==> src/rtl/ct_biu_outstd_tracker_if.sv <==
// Bus-side signal bundle for ct_biu_outstd_tracker.
// master: the BIU/pad side that produces handshakes and consumes the indications.
// slave : the tracker itself.
interface ct_biu_outstd_tracker_if;
  logic       rd_req_vld;
  logic       biu_pad_arvalid;
  logic       pad_biu_arready;
  logic       pad_biu_rvalid;
  logic       biu_pad_rready;
  logic       pad_biu_rlast;
  logic       wr_req_vld;
  logic       biu_pad_awvalid;
  logic       pad_biu_awready;
  logic       biu_pad_wvalid;
  logic       pad_biu_bvalid;
  logic       biu_pad_bready;
  logic       cp0_biu_lpmd_req;
  logic       read_busy;
  logic       write_busy;
  logic       read_ar_clk_en;
  logic       read_r_clk_en;
  logic       write_b_clk_en;
  logic       biu_lpmd_block;
  logic       biu_cp0_lpmd_ack;
  logic       rd_cnt_full;
  logic       wr_cnt_full;
  logic [1:0] biu_outstd_err;

  modport master (
    output rd_req_vld, biu_pad_arvalid, pad_biu_arready,
    output pad_biu_rvalid, biu_pad_rready, pad_biu_rlast,
    output wr_req_vld, biu_pad_awvalid, pad_biu_awready, biu_pad_wvalid,
    output pad_biu_bvalid, biu_pad_bready, cp0_biu_lpmd_req,
    input  read_busy, write_busy, read_ar_clk_en, read_r_clk_en, write_b_clk_en,
    input  biu_lpmd_block, biu_cp0_lpmd_ack, rd_cnt_full, wr_cnt_full, biu_outstd_err
  );

  modport slave (
    input  rd_req_vld, biu_pad_arvalid, pad_biu_arready,
    input  pad_biu_rvalid, biu_pad_rready, pad_biu_rlast,
    input  wr_req_vld, biu_pad_awvalid, pad_biu_awready, biu_pad_wvalid,
    input  pad_biu_bvalid, biu_pad_bready, cp0_biu_lpmd_req,
    output read_busy, write_busy, read_ar_clk_en, read_r_clk_en, write_b_clk_en,
    output biu_lpmd_block, biu_cp0_lpmd_ack, rd_cnt_full, wr_cnt_full, biu_outstd_err
  );
endinterface

==> src/rtl/ct_biu_outstd_tracker.sv <==
// Outstanding AXI read/write tracker with low-power request/ack handshake.
// Counts accepted AR/AW against returned R-last/B, derives busy and gated-clock
// enables, and acknowledges CP0 low-power requests once the bus stays quiet for
// QUIET_DLY consecutive cycles. Runs on the free-running core clock.
// Optional feature: define CT_BIU_OUTSTD_ERR_EN to build sticky overflow/underflow
// flags on biu_outstd_err; otherwise the flags are tied to zero.
module ct_biu_outstd_tracker #(
  parameter int RD_MAX    = 16,
  parameter int WR_MAX    = 16,
  parameter int CNT_W     = 5,
  parameter int QUIET_DLY = 2
) (
  input  logic                     forever_coreclk,
  input  logic                     cpurst_b,
  ct_biu_outstd_tracker_if.slave   bus
);

  typedef enum logic [1:0] {LP_IDLE, LP_QUIET, LP_ACK} lp_state_e;

  localparam logic [CNT_W-1:0] RD_MAX_C    = CNT_W'(RD_MAX);
  localparam logic [CNT_W-1:0] WR_MAX_C    = CNT_W'(WR_MAX);
  localparam logic [3:0]       QUIET_DLY_C = 4'(QUIET_DLY);

  logic [CNT_W-1:0] rd_cnt_q, rd_cnt_d;
  logic [CNT_W-1:0] wr_cnt_q, wr_cnt_d;
  lp_state_e        state_q, state_d;
  logic [3:0]       quiet_cnt_q, quiet_cnt_d;
  logic [3:0]       quiet_inc;

  logic rd_inc, rd_dec, wr_inc, wr_dec;
  logic rd_full, wr_full, rd_empty, wr_empty;
  logic rd_busy, wr_busy;

  assign rd_inc   = bus.biu_pad_arvalid & bus.pad_biu_arready;
  assign rd_dec   = bus.pad_biu_rvalid & bus.biu_pad_rready & bus.pad_biu_rlast;
  assign wr_inc   = bus.biu_pad_awvalid & bus.pad_biu_awready;
  assign wr_dec   = bus.pad_biu_bvalid & bus.biu_pad_bready;
  assign rd_full  = (rd_cnt_q == RD_MAX_C);
  assign wr_full  = (wr_cnt_q == WR_MAX_C);
  assign rd_empty = (rd_cnt_q == '0);
  assign wr_empty = (wr_cnt_q == '0);

  assign rd_busy = ~rd_empty | bus.rd_req_vld | bus.biu_pad_arvalid;
  assign wr_busy = ~wr_empty | bus.wr_req_vld | bus.biu_pad_awvalid | bus.biu_pad_wvalid;

  assign bus.read_busy        = rd_busy;
  assign bus.write_busy       = wr_busy;
  assign bus.read_ar_clk_en   = bus.rd_req_vld | bus.biu_pad_arvalid;
  assign bus.read_r_clk_en    = ~rd_empty | bus.pad_biu_rvalid;
  assign bus.write_b_clk_en   = ~wr_empty | bus.pad_biu_bvalid;
  assign bus.rd_cnt_full      = rd_full;
  assign bus.wr_cnt_full      = wr_full;
  assign bus.biu_lpmd_block   = (state_q != LP_IDLE);
  assign bus.biu_cp0_lpmd_ack = (state_q == LP_ACK);

  // Saturating up/down counters; simultaneous inc and dec cancel out.
  always_comb begin
    rd_cnt_d = rd_cnt_q;
    wr_cnt_d = wr_cnt_q;
    if (rd_inc && !rd_dec && !rd_full)       rd_cnt_d = rd_cnt_q + CNT_W'(1);
    else if (rd_dec && !rd_inc && !rd_empty) rd_cnt_d = rd_cnt_q - CNT_W'(1);
    if (wr_inc && !wr_dec && !wr_full)       wr_cnt_d = wr_cnt_q + CNT_W'(1);
    else if (wr_dec && !wr_inc && !wr_empty) wr_cnt_d = wr_cnt_q - CNT_W'(1);
  end

  // Low-power FSM: block issue, wait for QUIET_DLY idle cycles, then ack.
  always_comb begin
    state_d     = state_q;
    quiet_cnt_d = quiet_cnt_q;
    quiet_inc   = quiet_cnt_q + 4'd1;
    case (state_q)
      LP_IDLE: begin
        if (bus.cp0_biu_lpmd_req) begin
          state_d     = LP_QUIET;
          quiet_cnt_d = '0;
        end
      end
      LP_QUIET: begin
        if (!bus.cp0_biu_lpmd_req) begin
          state_d     = LP_IDLE;
          quiet_cnt_d = '0;
        end else if (rd_busy || wr_busy) begin
          quiet_cnt_d = '0;
        end else begin
          quiet_cnt_d = quiet_inc;
          if (quiet_inc == QUIET_DLY_C) state_d = LP_ACK;
        end
      end
      LP_ACK: begin
        // Busy here means the bus misbehaved; ack is held until req drops.
        if (!bus.cp0_biu_lpmd_req) state_d = LP_IDLE;
      end
      default: state_d = LP_IDLE;
    endcase
  end

  // State registers for counters and the low-power FSM.
  always_ff @(posedge forever_coreclk or negedge cpurst_b) begin
    if (!cpurst_b) begin
      rd_cnt_q    <= '0;
      wr_cnt_q    <= '0;
      state_q     <= LP_IDLE;
      quiet_cnt_q <= '0;
    end else begin
      rd_cnt_q    <= rd_cnt_d;
      wr_cnt_q    <= wr_cnt_d;
      state_q     <= state_d;
      quiet_cnt_q <= quiet_cnt_d;
    end
  end

`ifdef CT_BIU_OUTSTD_ERR_EN
  logic [1:0] err_q, err_d;

  // Sticky error flags: [0] read over/underflow, [1] write over/underflow.
  always_comb begin
    err_d = err_q;
    if ((rd_inc && !rd_dec && rd_full) || (rd_dec && !rd_inc && rd_empty)) err_d[0] = 1'b1;
    if ((wr_inc && !wr_dec && wr_full) || (wr_dec && !wr_inc && wr_empty)) err_d[1] = 1'b1;
  end

  // Error flag register, cleared only by reset.
  always_ff @(posedge forever_coreclk or negedge cpurst_b) begin
    if (!cpurst_b) err_q <= '0;
    else           err_q <= err_d;
  end

  assign bus.biu_outstd_err = err_q;
`else
  assign bus.biu_outstd_err = 2'b00;
`endif

endmodule

==> src/flat_wrapper.sv <==
// flat-port wrapper written by rule: the top's interface ports become plain ports
module ct_biu_outstd_tracker_flat 
#(
  parameter int RD_MAX    = 16,
  parameter int WR_MAX    = 16,
  parameter int CNT_W     = 5,
  parameter int QUIET_DLY = 2
)
  (forever_coreclk, cpurst_b, bus_rd_req_vld, bus_biu_pad_arvalid, bus_pad_biu_arready, bus_pad_biu_rvalid, bus_biu_pad_rready, bus_pad_biu_rlast, bus_wr_req_vld, bus_biu_pad_awvalid, bus_pad_biu_awready, bus_biu_pad_wvalid, bus_pad_biu_bvalid, bus_biu_pad_bready, bus_cp0_biu_lpmd_req, bus_read_busy, bus_write_busy, bus_read_ar_clk_en, bus_read_r_clk_en, bus_write_b_clk_en, bus_biu_lpmd_block, bus_biu_cp0_lpmd_ack, bus_rd_cnt_full, bus_wr_cnt_full, bus_biu_outstd_err);
  ct_biu_outstd_tracker_if bus_i ();
  input  logic forever_coreclk;
  input  logic cpurst_b;
  input wire logic [$bits(bus_i.rd_req_vld)-1:0] bus_rd_req_vld;
  input wire logic [$bits(bus_i.biu_pad_arvalid)-1:0] bus_biu_pad_arvalid;
  input wire logic [$bits(bus_i.pad_biu_arready)-1:0] bus_pad_biu_arready;
  input wire logic [$bits(bus_i.pad_biu_rvalid)-1:0] bus_pad_biu_rvalid;
  input wire logic [$bits(bus_i.biu_pad_rready)-1:0] bus_biu_pad_rready;
  input wire logic [$bits(bus_i.pad_biu_rlast)-1:0] bus_pad_biu_rlast;
  input wire logic [$bits(bus_i.wr_req_vld)-1:0] bus_wr_req_vld;
  input wire logic [$bits(bus_i.biu_pad_awvalid)-1:0] bus_biu_pad_awvalid;
  input wire logic [$bits(bus_i.pad_biu_awready)-1:0] bus_pad_biu_awready;
  input wire logic [$bits(bus_i.biu_pad_wvalid)-1:0] bus_biu_pad_wvalid;
  input wire logic [$bits(bus_i.pad_biu_bvalid)-1:0] bus_pad_biu_bvalid;
  input wire logic [$bits(bus_i.biu_pad_bready)-1:0] bus_biu_pad_bready;
  input wire logic [$bits(bus_i.cp0_biu_lpmd_req)-1:0] bus_cp0_biu_lpmd_req;
  output wire logic [$bits(bus_i.read_busy)-1:0] bus_read_busy;
  output wire logic [$bits(bus_i.write_busy)-1:0] bus_write_busy;
  output wire logic [$bits(bus_i.read_ar_clk_en)-1:0] bus_read_ar_clk_en;
  output wire logic [$bits(bus_i.read_r_clk_en)-1:0] bus_read_r_clk_en;
  output wire logic [$bits(bus_i.write_b_clk_en)-1:0] bus_write_b_clk_en;
  output wire logic [$bits(bus_i.biu_lpmd_block)-1:0] bus_biu_lpmd_block;
  output wire logic [$bits(bus_i.biu_cp0_lpmd_ack)-1:0] bus_biu_cp0_lpmd_ack;
  output wire logic [$bits(bus_i.rd_cnt_full)-1:0] bus_rd_cnt_full;
  output wire logic [$bits(bus_i.wr_cnt_full)-1:0] bus_wr_cnt_full;
  output wire logic [$bits(bus_i.biu_outstd_err)-1:0] bus_biu_outstd_err;
  assign bus_i.rd_req_vld = bus_rd_req_vld;
  assign bus_i.biu_pad_arvalid = bus_biu_pad_arvalid;
  assign bus_i.pad_biu_arready = bus_pad_biu_arready;
  assign bus_i.pad_biu_rvalid = bus_pad_biu_rvalid;
  assign bus_i.biu_pad_rready = bus_biu_pad_rready;
  assign bus_i.pad_biu_rlast = bus_pad_biu_rlast;
  assign bus_i.wr_req_vld = bus_wr_req_vld;
  assign bus_i.biu_pad_awvalid = bus_biu_pad_awvalid;
  assign bus_i.pad_biu_awready = bus_pad_biu_awready;
  assign bus_i.biu_pad_wvalid = bus_biu_pad_wvalid;
  assign bus_i.pad_biu_bvalid = bus_pad_biu_bvalid;
  assign bus_i.biu_pad_bready = bus_biu_pad_bready;
  assign bus_i.cp0_biu_lpmd_req = bus_cp0_biu_lpmd_req;
  assign bus_read_busy = bus_i.read_busy;
  assign bus_write_busy = bus_i.write_busy;
  assign bus_read_ar_clk_en = bus_i.read_ar_clk_en;
  assign bus_read_r_clk_en = bus_i.read_r_clk_en;
  assign bus_write_b_clk_en = bus_i.write_b_clk_en;
  assign bus_biu_lpmd_block = bus_i.biu_lpmd_block;
  assign bus_biu_cp0_lpmd_ack = bus_i.biu_cp0_lpmd_ack;
  assign bus_rd_cnt_full = bus_i.rd_cnt_full;
  assign bus_wr_cnt_full = bus_i.wr_cnt_full;
  assign bus_biu_outstd_err = bus_i.biu_outstd_err;
  ct_biu_outstd_tracker #(.RD_MAX(RD_MAX), .WR_MAX(WR_MAX), .CNT_W(CNT_W), .QUIET_DLY(QUIET_DLY)) u_core (.forever_coreclk(forever_coreclk), .cpurst_b(cpurst_b), .bus(bus_i));
endmodule
==> config.mk <==
export PLATFORM = sky130hd
export DESIGN_NAME = ct_biu_outstd_tracker_flat
export DESIGN_NICKNAME = d
export VERILOG_FILES = /design/src/rtl/ct_biu_outstd_tracker_if.sv /design/src/rtl/ct_biu_outstd_tracker.sv /design/src/flat_wrapper.sv
export SDC_FILE = /design/constraint.sdc
export NUM_CORES = 1
export LEC_CHECK = 0
export ABC_AREA = 1
export CORE_MARGIN = 4
export CORE_UTILIZATION = 50
export DETAILED_ROUTE_END_ITERATION = 10
export PLACE_DENSITY = 0.79
export SLEW_MARGIN = 20
export SYNTH_ARGS = -nofsm -noshare
export SYNTH_HDL_FRONTEND = slang
export SYNTH_SLANG_ARGS = --single-unit
==> constraint.sdc <==
create_clock -name forever_coreclk -period 2.09 [get_ports forever_coreclk]
set_clock_uncertainty 0.1 [all_clocks]
set_input_delay 0.3135 -clock forever_coreclk [delete_from_list [all_inputs] [get_ports forever_coreclk]]
set_output_delay 0.3135 -clock forever_coreclk [all_outputs]
set_load 0.005 [all_outputs]
# Word-level counts from Yosys, hierarchy flattened
# Cells that the tools add are included.
totals:
  reg_bits: 16
  input_bits: 15
  out_inout_bits: 11
  wordCells: 73
op_classes:
  addsub: 5
  eq_ne: 9
  mux: 14
  n_bitwise: 15
  reduce_logical: 26
ops:
  columns: ["op", "count"]
  rows:
  - ["two-way mux 5 bit", 4]
  - ["two-way mux 4 bit", 3]
  - ["adder 5 x 1 -> 5 bit (second input constant)", 2]
  - ["== test 5 bit (second input constant)", 2]
  - ["logical NOT 5 bit", 2]
  - ["two-way mux 2 bit", 5]
  - ["subtractor 5 x 1 -> 5 bit (second input constant)", 2]
  - ["logical AND 1 bit", 8]
  - ["logical NOT 1 bit", 8]
  - ["OR 1 bit", 8]
  - ["case mux 4 bit (2 select lines)", 1]
  - ["nonzero test 2 bit", 4]
  - ["case mux 2 bit (3 select lines)", 1]
  - ["bitwise AND 1 bit", 5]
  - ["adder 4 x 1 -> 4 bit (second input constant)", 1]
  - ["== test 4 x 2 -> 1 bit (second input constant)", 1]
  - ["!= test 2 bit (second input constant)", 2]
  - ["AND reduction 4 bit", 1]
  - ["!= test 3 x 2 -> 1 bit (second input constant)", 1]
  - ["!= test 3 bit (second input constant)", 1]
  - ["== test 2 x 1 -> 1 bit (second input constant)", 1]
  - ["== test 2 bit (second input constant)", 1]
  - ["logical NOT 2 bit", 1]
  - ["NOT 1 bit", 2]
  - ["2 further kinds", 2]

# Depth between registers and ports, before layout
# Gate-level depths: netlist of run 1.
depth:
  word_depth: 9
  ltp_mapped: 10
  ltp_nobuf: 10

# Worst setup path after synthesis of run 1
# No wires, ideal clock.
synth_path:
  path_type: "reg2reg"
  startpoint: "register u_core.wr_cnt_q[1]"
  endpoint: "register u_core.wr_cnt_q[4]"
  arrival_ps: 1606
  path_slack_ps: 262
  path_stages_with_launch: 10
  period_less_slack_ps: 1828
  path_cell_list: "dfrtp_1 > nor2_1 > nand3_1 > nand2_2 > ha_1 > a21oi_1 > nor2_1 > o21ai_1 > nand2_1 > xor2_1"
synth_via:
  elab_chain_cells: 4
synth_lines:
  columns: ["element", "line_no", "text"]
  rows:
  - ["start: declaration", "ct_biu_outstd_tracker.sv:25", "logic [CNT_W-1:0] wr_cnt_q, wr_cnt_d;"]
  - ["start signal: assignment", "ct_biu_outstd_tracker.sv:106", "wr_cnt_q <= wr_cnt_d;"]
  - ["branches (longest 4 deep; another with subtractor 5 x 1 -> 5 bit)", null, null]
# Several ways; the timed one is not identified. The select of a mux whose other input is x is not followed.
# A chain may end at the register's enable or synchronous reset.

# Worst setup path in the final report of run 1
layout_path:
  startpoint: "register u_core.wr_cnt_q[1]"
  endpoint: "output bus_write_busy"
layout_via:
  elab_chain_cells: 5
layout_lines:
  columns: ["element", "line_no", "text"]
  rows:
  - ["logical NOT 5 bit", "ct_biu_outstd_tracker.sv:41", "assign wr_empty = (wr_cnt_q == '0);"]
  - ["NOT 1 bit", "ct_biu_outstd_tracker.sv:44", "assign wr_busy = ~wr_empty | bus.wr_req_vld | bus.biu_pad_awvalid | bus.biu_pad_wvalid;"]
  - ["OR 1 bit (3 in a row)", "ct_biu_outstd_tracker.sv:44", null]
  - ["end: declaration", "flat_wrapper.sv:27", "output wire logic [$bits(bus_i.write_busy)-1:0] bus_write_busy;"]
# Every way passes these cells.

==> impl_metrics.toml, run 1 <==
[cts]
clk_path_buf_depth = 2
cts_tree = "done"
clk_pin_slew_worst_paths_ps = 100
cts-htree-levels = 1
insertion_delay_ps = 290
numCtsBuffers = 3
ctsRootBufferMaster = "clkbuf_4"
clock_sinks = 16

[critical_path]
r2r_setup_slack_ps = 140
critPathKind = "reg -> out"
worstPathArrival_ps = 1570
crit_path_max_fanout = 3
r2r_cells = 9
r2r-end = "u_core.rd_cnt_q[4]$_DFFE_PN0P_"
end_kind = "primary output"
crit_required_ps = 1680
startpoint_type = "register"
r2r_start = "u_core.rd_cnt_q[0]$_DFFE_PN0P_"

[synthesis]
synth_area_sq_mm = 0.00117
ys_async_sr_fraction_pct = 100
syn_inst = 147
synthTopCellsByArea = "dfrtp_1 34%, nand2_1 9.6%, ha_1 8.5%"
synth.most_common_cell = "nand2_1"
synth_top_area_share_pct = 34.1
avgSynthCellArea_sq_um = 7.98
ys_seq_elements = 16
yosysSeqAreaShare_pct = 34.1
synth-edff-count = 0
yosysTopAreaCell = "dfrtp_1"
ys_top_cells_by_count = "30 x nand2_1, 16 x dfrtp_1, 13 x nor2_1"
synth_warnings = 0
synth_top_flop_cell = "dfrtp_1"
ys_types = 26

[grt]
grt_usage_pct = 19.3
grt_overflow_total = 0
busiest_layer = "met2"
antenna_found_initial = 0
grtUsageMet2_pct = 35.5
grt_pass1_wl_um = 4940
grtUsageMet1_pct = 21.0
grt_max_degree = 17
first_global_vias = 1169
use_met3_pct = 4.14

[timing]
hold_violations = 0
setup_violations = 0
min_period_ps = 1980
slew_viol_final = 0
fin_ws_ps = 111
rsz0062_at_grt = "yes"
finalCritPeriodShare_pct = 94.7
fmax_mhz = 505

[detailed_routing]
vias = 1102
drt_first_pass_iters = 4
routedWlPerCell_um = 12.6
antenna_left = 0
drt-initial-drc-count = 17
viasPerCell = 5.10
drc = 0
routed_wl_um = 2720

[power_and_ir_drop]
power.total_mw = 1.70
leakage_nw = 0.760
powerDensity_mw_per_mm2 = 1050
irDropWorstVdd_v = 0.000717

[place]
place_congestion = 0.862
place_ws_ps = -200
io_buffers = 23
place.detailed.hpwl_um = 2080

[floorplanning]
die_h_um = 56.5
core_sq_mm = 0.00223
die_area_sq_mm = 0.00319
rows = 17
dieWidth_um = 56.5
initial_utilization_pct = 52.5
io_pins = 26

[finish]
nNetsFinal = 214
multi_input_area_sq_um = 733
syn2layout_area_growth_pct = 38.5
seq_area_sq_um = 404
fill_cells = 168
diodes = 0
drive_gt1_share_pct = 22.9

[outcome]
outcome = "finished clean"

[job]
maxCapViolations = 0

[worst_hold_path]
hp-class = "in -> async"
layer usage:
layer | share of wire [%] | wire [um]
met1 | 41 | 1110
met2 | 52 | 1410
met3 | 4.5 | 123
met4 | 3.1 | 85
met5 | 0 | 0
flip-flops by register name, summed over array words and instances (netlist names):
name / flops
u_core.quiet_cnt_q: 4
u_core.rd_cnt_q: 5
u_core.state_q: 2
u_core.wr_cnt_q: 5
worst max path at each step:
stage | slack, ps | endpoint | start | cells past startpoint
floorplan | 260 | u_core.wr_cnt_q[4]$_DFFE_PN0P_ | u_core.wr_cnt_q[1]$_DFFE_PN0P_ | 9
global placement | -170 | u_core.rd_cnt_q[4]$_DFFE_PN0P_ | bus_biu_pad_arvalid | 11
detailed placement | -200 | u_core.rd_cnt_q[4]$_DFFE_PN0P_ | bus_biu_pad_arvalid | 11
CTS | 10 | bus_read_r_clk_en | u_core.rd_cnt_q[2]$_DFFE_PN0P_ | 4
global route | -10 | u_core.rd_cnt_q[4]$_DFFE_PN0P_ | bus_biu_pad_arvalid | 11
finish | 110 | bus_write_busy | u_core.wr_cnt_q[1]$_DFFE_PN0P_ | 5
cells in the final DEF, fill, tap and decap left out, types with 4 or more instances in the layout:
cell type and instances:
ha_1 8, nand3_1 11, clkdlybuf4s50_1 19, buf_4 15, inv_2 4, nor2_1 12
dfrtp_1 13, nor2_4 6, o21ai_1 4, a21oi_1 10, xor2_1 5, or2_1 5
dlymetal6s2s_1 4, inv_1 12, nand2_1 30
stage by stage:
| stage | std cells | TNS, ps | utilization, % | hold WS (ps) | instance area [sq um] |
|---|---|---|---|---|---|
| finish | 216 | 0 | 72.8 | 230 | 1630 |
| global route | 216 | -14.2 | 72.8 | 229 | 1630 |
| CTS | 216 | 0 | 71.3 | 229 | 1590 |
| detailed placement | 209 | -600 | 68.0 | 421 | 1520 |
| global placement | 209 | -402 | 68.0 | 399 | 1520 |
| floorplan | 148 | 0 | - | -82.1 | 1180 |
power breakdown:
part           total [mW]  switching, mW  internal [mW]
Clock               0.210          0.104          0.106
Sequential          0.561          0.137          0.424
Combinational       0.934          0.465          0.469
Total                1.70          0.706          0.999
worst max-delay path, stage by stage, from the launching register on:
cell	delay [ps]
dfrtp_2	450
nor2_4	130
nand3_2	100
nor2_2	110
inv_1	60
clkdlybuf4s50_1	430
cells by family after synthesis:
family                   after synthesis  synth area share, %
AND/OR/NAND/NOR                       76                 32.8
buffers and inverters                 19                 6.72
AO/OA/AOI/OAI                         18                 8.85
flip-flops                            16                 34.1
adder cells (fa/ha/maj)               10                 11.9
XOR/XNOR                               7                 5.22
other                                  1                0.320
area by class of cell:
cell class / instances / area share, %
clock buffers: 4 / 2.23
inverters: 17 / 3.93
multi-input cells: 113 / 45.1
flip-flops and latches: 16 / 24.9
well taps: 28 / 2.16
repair buffers: 38 / 21.7
repair_timing:
item	4_1_cts	5_1_grt
pin swaps	0	2
buffers inserted	3	0
hold buffers	0	0
setup endpoints to repair	3	5
gates resized for setup	6	9
(Power assumes the default switching activity.)
==> inputs of run 2 (changes only) <==
Settings changed: CORE_UTILIZATION 50 to 53, PLACE_DENSITY 0.79 to 0.83.
Clock period 2.09 ns to 2.6 ns, I/O delays scaled along.
==> impl_metrics.toml, run 2 (synthesized netlist as in run 1, its figures left out) <==
[outcome]
outcome = "finished clean"

[finish]
drive_gt1_share_pct = 13.9
layout_commonest_cell = "nand2_1"
nNetsFinal = 199
instances_no_fill = 200
diodes = 0
largestRegisters = "u_core.rd_cnt_q: 5 flops, u_core.wr_cnt_q: 5 flops, u_core.quiet_cnt_q: 4 flops"
syn2layout_area_growth_pct = 24.6
layout_common_cells = "30 x nand2_1, 23 x clkdlybuf4s50_1, 16 x dfrtp_1"

[worst_hold_path]
hp-class = "in -> async"

[floorplanning]
core_sq_mm = 0.00202
io_pins = 26
die_h_um = 55.1
initial_utilization_pct = 58.0
die_area_sq_mm = 0.00303
rows = 16
dieWidth_um = 55.1

[detailed_routing]
drt_first_pass_iters = 4
drt-initial-drc-count = 16
routedWlPerCell_um = 11.9
antenna_left = 0
viasPerCell = 5.10
vias = 1019
routed_wl_um = 2390
drc = 0

[critical_path]
critPathKind = "reg -> out"
r2r_start = "u_core.wr_cnt_q[1]$_DFFE_PN0P_"
r2r-end = "u_core.wr_cnt_q[4]$_DFFE_PN0P_"
crit_path_max_fanout = 4
crit_required_ps = 2110
critPathLaunch = "u_core.wr_cnt_q[1]$_DFFE_PN0P_"
worstPathArrival_ps = 1720
crit_cells = 4
path_cells = "nor2_1, nand3_2, or2_1, clkdlybuf4s50_1"
startpoint_type = "register"
r2r_cells = 9
critPathMaxStageDelay_ps = 440
crit_buf_inv = 1
r2r_setup_slack_ps = 570
path_delay_family = "simple AND/OR/NAND/NOR gates"
crit_slowest_cell = "dfrtp_1"
end_kind = "primary output"
crit_end = "bus_write_b_clk_en"

[cts]
insertion_delay_ps = 290
clk_path_buf_depth = 2
cts-htree-levels = 1
clock_sinks = 16
cts_tree = "done"
ctsRootBufferMaster = "clkbuf_4"
post-cts-setup-buffers = 0
numCtsBuffers = 3
holdBufCountCts = 0
clk_pin_slew_worst_paths_ps = 100
cts_resized = 0

[timing]
finalCritPeriodShare_pct = 85.0
fin_tns_setup_ps = 0
fin_ws_ps = 391
setup_violations = 0
rsz0062_at_grt = "no"
min_period_ps = 2210
slew_viol_final = 0
tightest_slew_ps = 748
relSlewSlack_pct = 50.0
hold_violations = 0
fmax_mhz = 453

[job]
maxCapViolations = 0

[grt]
first_global_vias = 1013
antenna_found_initial = 0
grt_max_degree = 17
grt_usage_pct = 18.5
grt_overflow_total = 0
grt_pass1_wl_um = 4040

[place]
dp_cells = 196
place_congestion = 0.865
place_ws_ps = 153
io_buffers = 23
place.detailed.hpwl_um = 1950

[power_and_ir_drop]
irDropWorstVdd_v = 0.000655
leakage_nw = 0.672
powerDensity_mw_per_mm2 = 800
==> run 2: worst register-to-register path, delay by kind of cell (launching register included) <==
kind | cells | cell delay (ps)
AOI/OAI and AO/OA | 2 | 280
xor gates and xnor gates | 1 | 130
adders and majority gates | 1 | 310
DFF | 1 | 440
and+or+nand+nor | 5 | 650
==> run 2: layout make-up <==
| class | instances | area, sq um |
|---|---|---|
| multi-input combinational | 113 | 698 |
| fill | 171 | 559 |
| sequential | 16 | 400 |
| timing repair buffer | 23 | 230 |
| inverter | 17 | 63.8 |
| clock buffer | 4 | 36.3 |
| tap | 27 | 33.8 |
==> run 2: worst min-delay path by stage <==
stage | slack (ps) | cells after the start | to | startpoint
3_3_place_gp | 400 | 2 | u_core.rd_cnt_q[4]$_DFFE_PN0P_ | u_core.rd_cnt_q[4]$_DFFE_PN0P_
4_1_cts | 440 | 2 | u_core.rd_cnt_q[4]$_DFFE_PN0P_ | u_core.rd_cnt_q[4]$_DFFE_PN0P_
2_1_floorplan | -6 | 0 | u_core.quiet_cnt_q[0]$_DFFE_PN0P_ | cpurst_b
5_1_grt | 460 | 2 | u_core.rd_cnt_q[4]$_DFFE_PN0P_ | u_core.rd_cnt_q[4]$_DFFE_PN0P_
3_5_place_dp | 410 | 2 | u_core.rd_cnt_q[4]$_DFFE_PN0P_ | u_core.rd_cnt_q[4]$_DFFE_PN0P_
6_report | 430 | 1 | u_core.state_q[0]$_DFFE_PN0P_ | cpurst_b
==> run 2: where the power goes <==
part           leakage (nW)  internal (mW)  total (mW)  switching (mW)
Clock                0.0210         0.0853       0.167          0.0814
Combinational         0.453          0.260       0.563           0.303
Sequential            0.197          0.336       0.441           0.105
==> run 2: layer usage <==
metal  GRT usage [%]  vias to the layer above  share of wire [%]
li1                -                      531                  -
met1            20.5                      469                 42
met2            33.9                       13                 53
met3            2.68                        6                2.9
met4            9.31                        0                1.8
met5               0                        -                  0
==> run 2: metrics by stage <==
step                      power [mW]  instance area (sq um)  hold slack, ps  util, %
after detailed placement        1.01                   1430             413     70.5
final                           1.17                   1460             434     72.3
after global routing            1.28                   1460             455     72.3
after floorplan                0.854                   1180           -5.59        -
after global placement         0.975                   1430             403     70.5
after CTS                       1.18                   1460             438     72.3
==> inputs of run 3 (changes only) <==
Settings changed: CORE_UTILIZATION 53 to 45, PLACE_DENSITY 0.83 to 0.75.
Clock period 2.6 ns to 1.8 ns, I/O delays scaled along.
==> impl_metrics.toml, run 3 (synthesized netlist as in run 1, its figures left out) <==
[power_and_ir_drop]
power.total_mw = 2.69
leakage_nw = 0.933
powerDensity_mw_per_mm2 = 1360
irDropWorstVdd_v = 0.00122

[grt]
antenna_found_initial = 0
grt_max_degree = 17
grt_overflow_total = 0
grt_usage_pct = 20.1
grt_pass1_wl_um = 5330
first_global_vias = 1205

[finish]
syn2layout_area_growth_pct = 68.7
largestRegisters = "u_core.rd_cnt_q: 5 flops, u_core.wr_cnt_q: 5 flops, u_core.quiet_cnt_q: 4 flops"
layout_common_cells = "32 x buf_4, 26 x nand2_1, 16 x dfrtp_1"
diodes = 0
final_area_sq_mm = 0.00198
drive_gt1_share_pct = 43.7
fill_cells = 139
utilization_pct = 79.9
seq_area_sq_um = 400
layout_commonest_cell = "buf_4"
nNetsFinal = 239
multi_input_area_sq_um = 900

[timing]
finalCritPeriodShare_pct = 113
slew_viol_final = 0
fin_ws_ps = -241
whs_ps = 188
rsz0062_at_grt = "yes"
fmax_mhz = 490
min_period_ps = 2040
setup_violations = 4
hold_violations = 0

[critical_path]
startpoint_type = "input pin"
cp_common_cell = "nand2_2"
critPathMaxStageDelay_ps = 500
path_cells = "clkdlybuf4s50_1, nand2_2, a21oi_4, nand2_4, fa_2, a21oi_2, nor2_1, o21ai_1, nand2_2, xor2_1"
end_kind = "register"
crit_required_ps = 1880
crit_path_max_fanout = 5
critPathKind = "in -> reg"
worstPathArrival_ps = 2120
crit_slowest_cell = "clkdlybuf4s50_1"

[detailed_routing]
drt_first_pass_iters = 4
viasPerCell = 5.07
drc = 0
vias = 1231
routedWlPerCell_um = 15.5
antenna_left = 0
drt-initial-drc-count = 79
routed_wl_um = 3780

[place]
io_buffers = 23
place_congestion = 0.839
placed_area_sq_mm = 0.00161
place.detailed.hpwl_um = 2180

[cts]
clk_pin_slew_worst_paths_ps = 90
ctsRootBufferMaster = "clkbuf_4"
cts_tree = "done"
clock_sinks = 16
holdBufCountCts = 0
cts-htree-levels = 1
insertion_delay_ps = 290
numCtsBuffers = 3
clk_path_buf_depth = 2

[floorplanning]
initial_utilization_pct = 47.4
die_area_sq_mm = 0.00349
dieWidth_um = 59.1
rows = 18
io_pins = 26
core_sq_mm = 0.00248
die_h_um = 59.1

[outcome]
violations = "setup timing"
outcome = "complete, but fails checks"

[worst_hold_path]
hp-class = "in -> async"

[job]
maxCapViolations = 0
[run 3: cell types whose count changed in the layout (fill, tap and decap cells not counted), sizes merged]
cell           delta
buf              +41
dlymetal6s2s      +3
dlygate4sd2       +1
clkdlybuf4s50     -9
clkbuf            +4
[run 3: metal layers]
layer	vias up	wire length, um	global-route usage, %
li1	603	-	-
met1	593	1460	21.7
met2	31	2190	40.4
met3	4	101	4.14
met4	0	22	2.27
met5	-	0	0
[run 3: worst paths after layout]
check,from,end,slack (ps),cells past startpoint
worst max-delay path,bus_pad_biu_awready,u_core.wr_cnt_q[4]$_DFFE_PN0P_,-240,10
worst min-delay path,cpurst_b,u_core.rd_cnt_q[3]$_DFFE_PN0P_,190,2
worst max register to register,u_core.wr_cnt_q[1]$_DFFE_PN0P_,u_core.wr_cnt_q[4]$_DFFE_PN0P_,-210,10
worst min register to register,u_core.state_q[1]$_DFFE_PN0P_,u_core.state_q[0]$_DFFE_PN0P_,460,3
max in group asynchronous,cpurst_b,u_core.rd_cnt_q[0]$_DFFE_PN0P_,1220,2
min in group forever_coreclk,u_core.state_q[1]$_DFFE_PN0P_,u_core.state_q[0]$_DFFE_PN0P_,460,3
[run 3: timing repair]
item / in CTS / in global routing
pin swaps: 8 / 22
resized for setup: 22 / 40
buffers inserted: 13 / 9
setup endpoints to repair: 10 / 20
[run 3: stage by stage]
step | std cells | worst slack [ps] | TNS, ps
after detailed placement | 222 | -450 | -2020
after CTS | 238 | -128 | -740
after global placement | 222 | -384 | -1790
final | 243 | -241 | -540
after global routing | 243 | -299 | -983
after floorplan | 148 | -4.83 | -8.68
[run 3: layout make-up]
| cell class | instances | area share [%] |
|---|---|---|
| multi-input combinational | 113 | 45.4 |
| timing repair buffer | 63 | 27.4 |
| sequential | 16 | 20.2 |
| inverter | 17 | 3.22 |
| tap | 30 | 1.90 |
| clock buffer | 4 | 1.83 |
[run 3: critical path, delay by kind of cell]
family	cells	cell delay, ps
buf+inv	1	500
xor+xnor	1	150
compound gates	3	450
fa+ha+maj	1	400
simple gates	4	340
[run 3: power breakdown]
part / leakage, nW / internal [mW] / switching [mW]
clock: 0.0210 / 0.123 / 0.119
combinational: 0.715 / 0.966 / 0.860
sequential: 0.197 / 0.485 / 0.134
total: 0.933 / 1.57 / 1.11
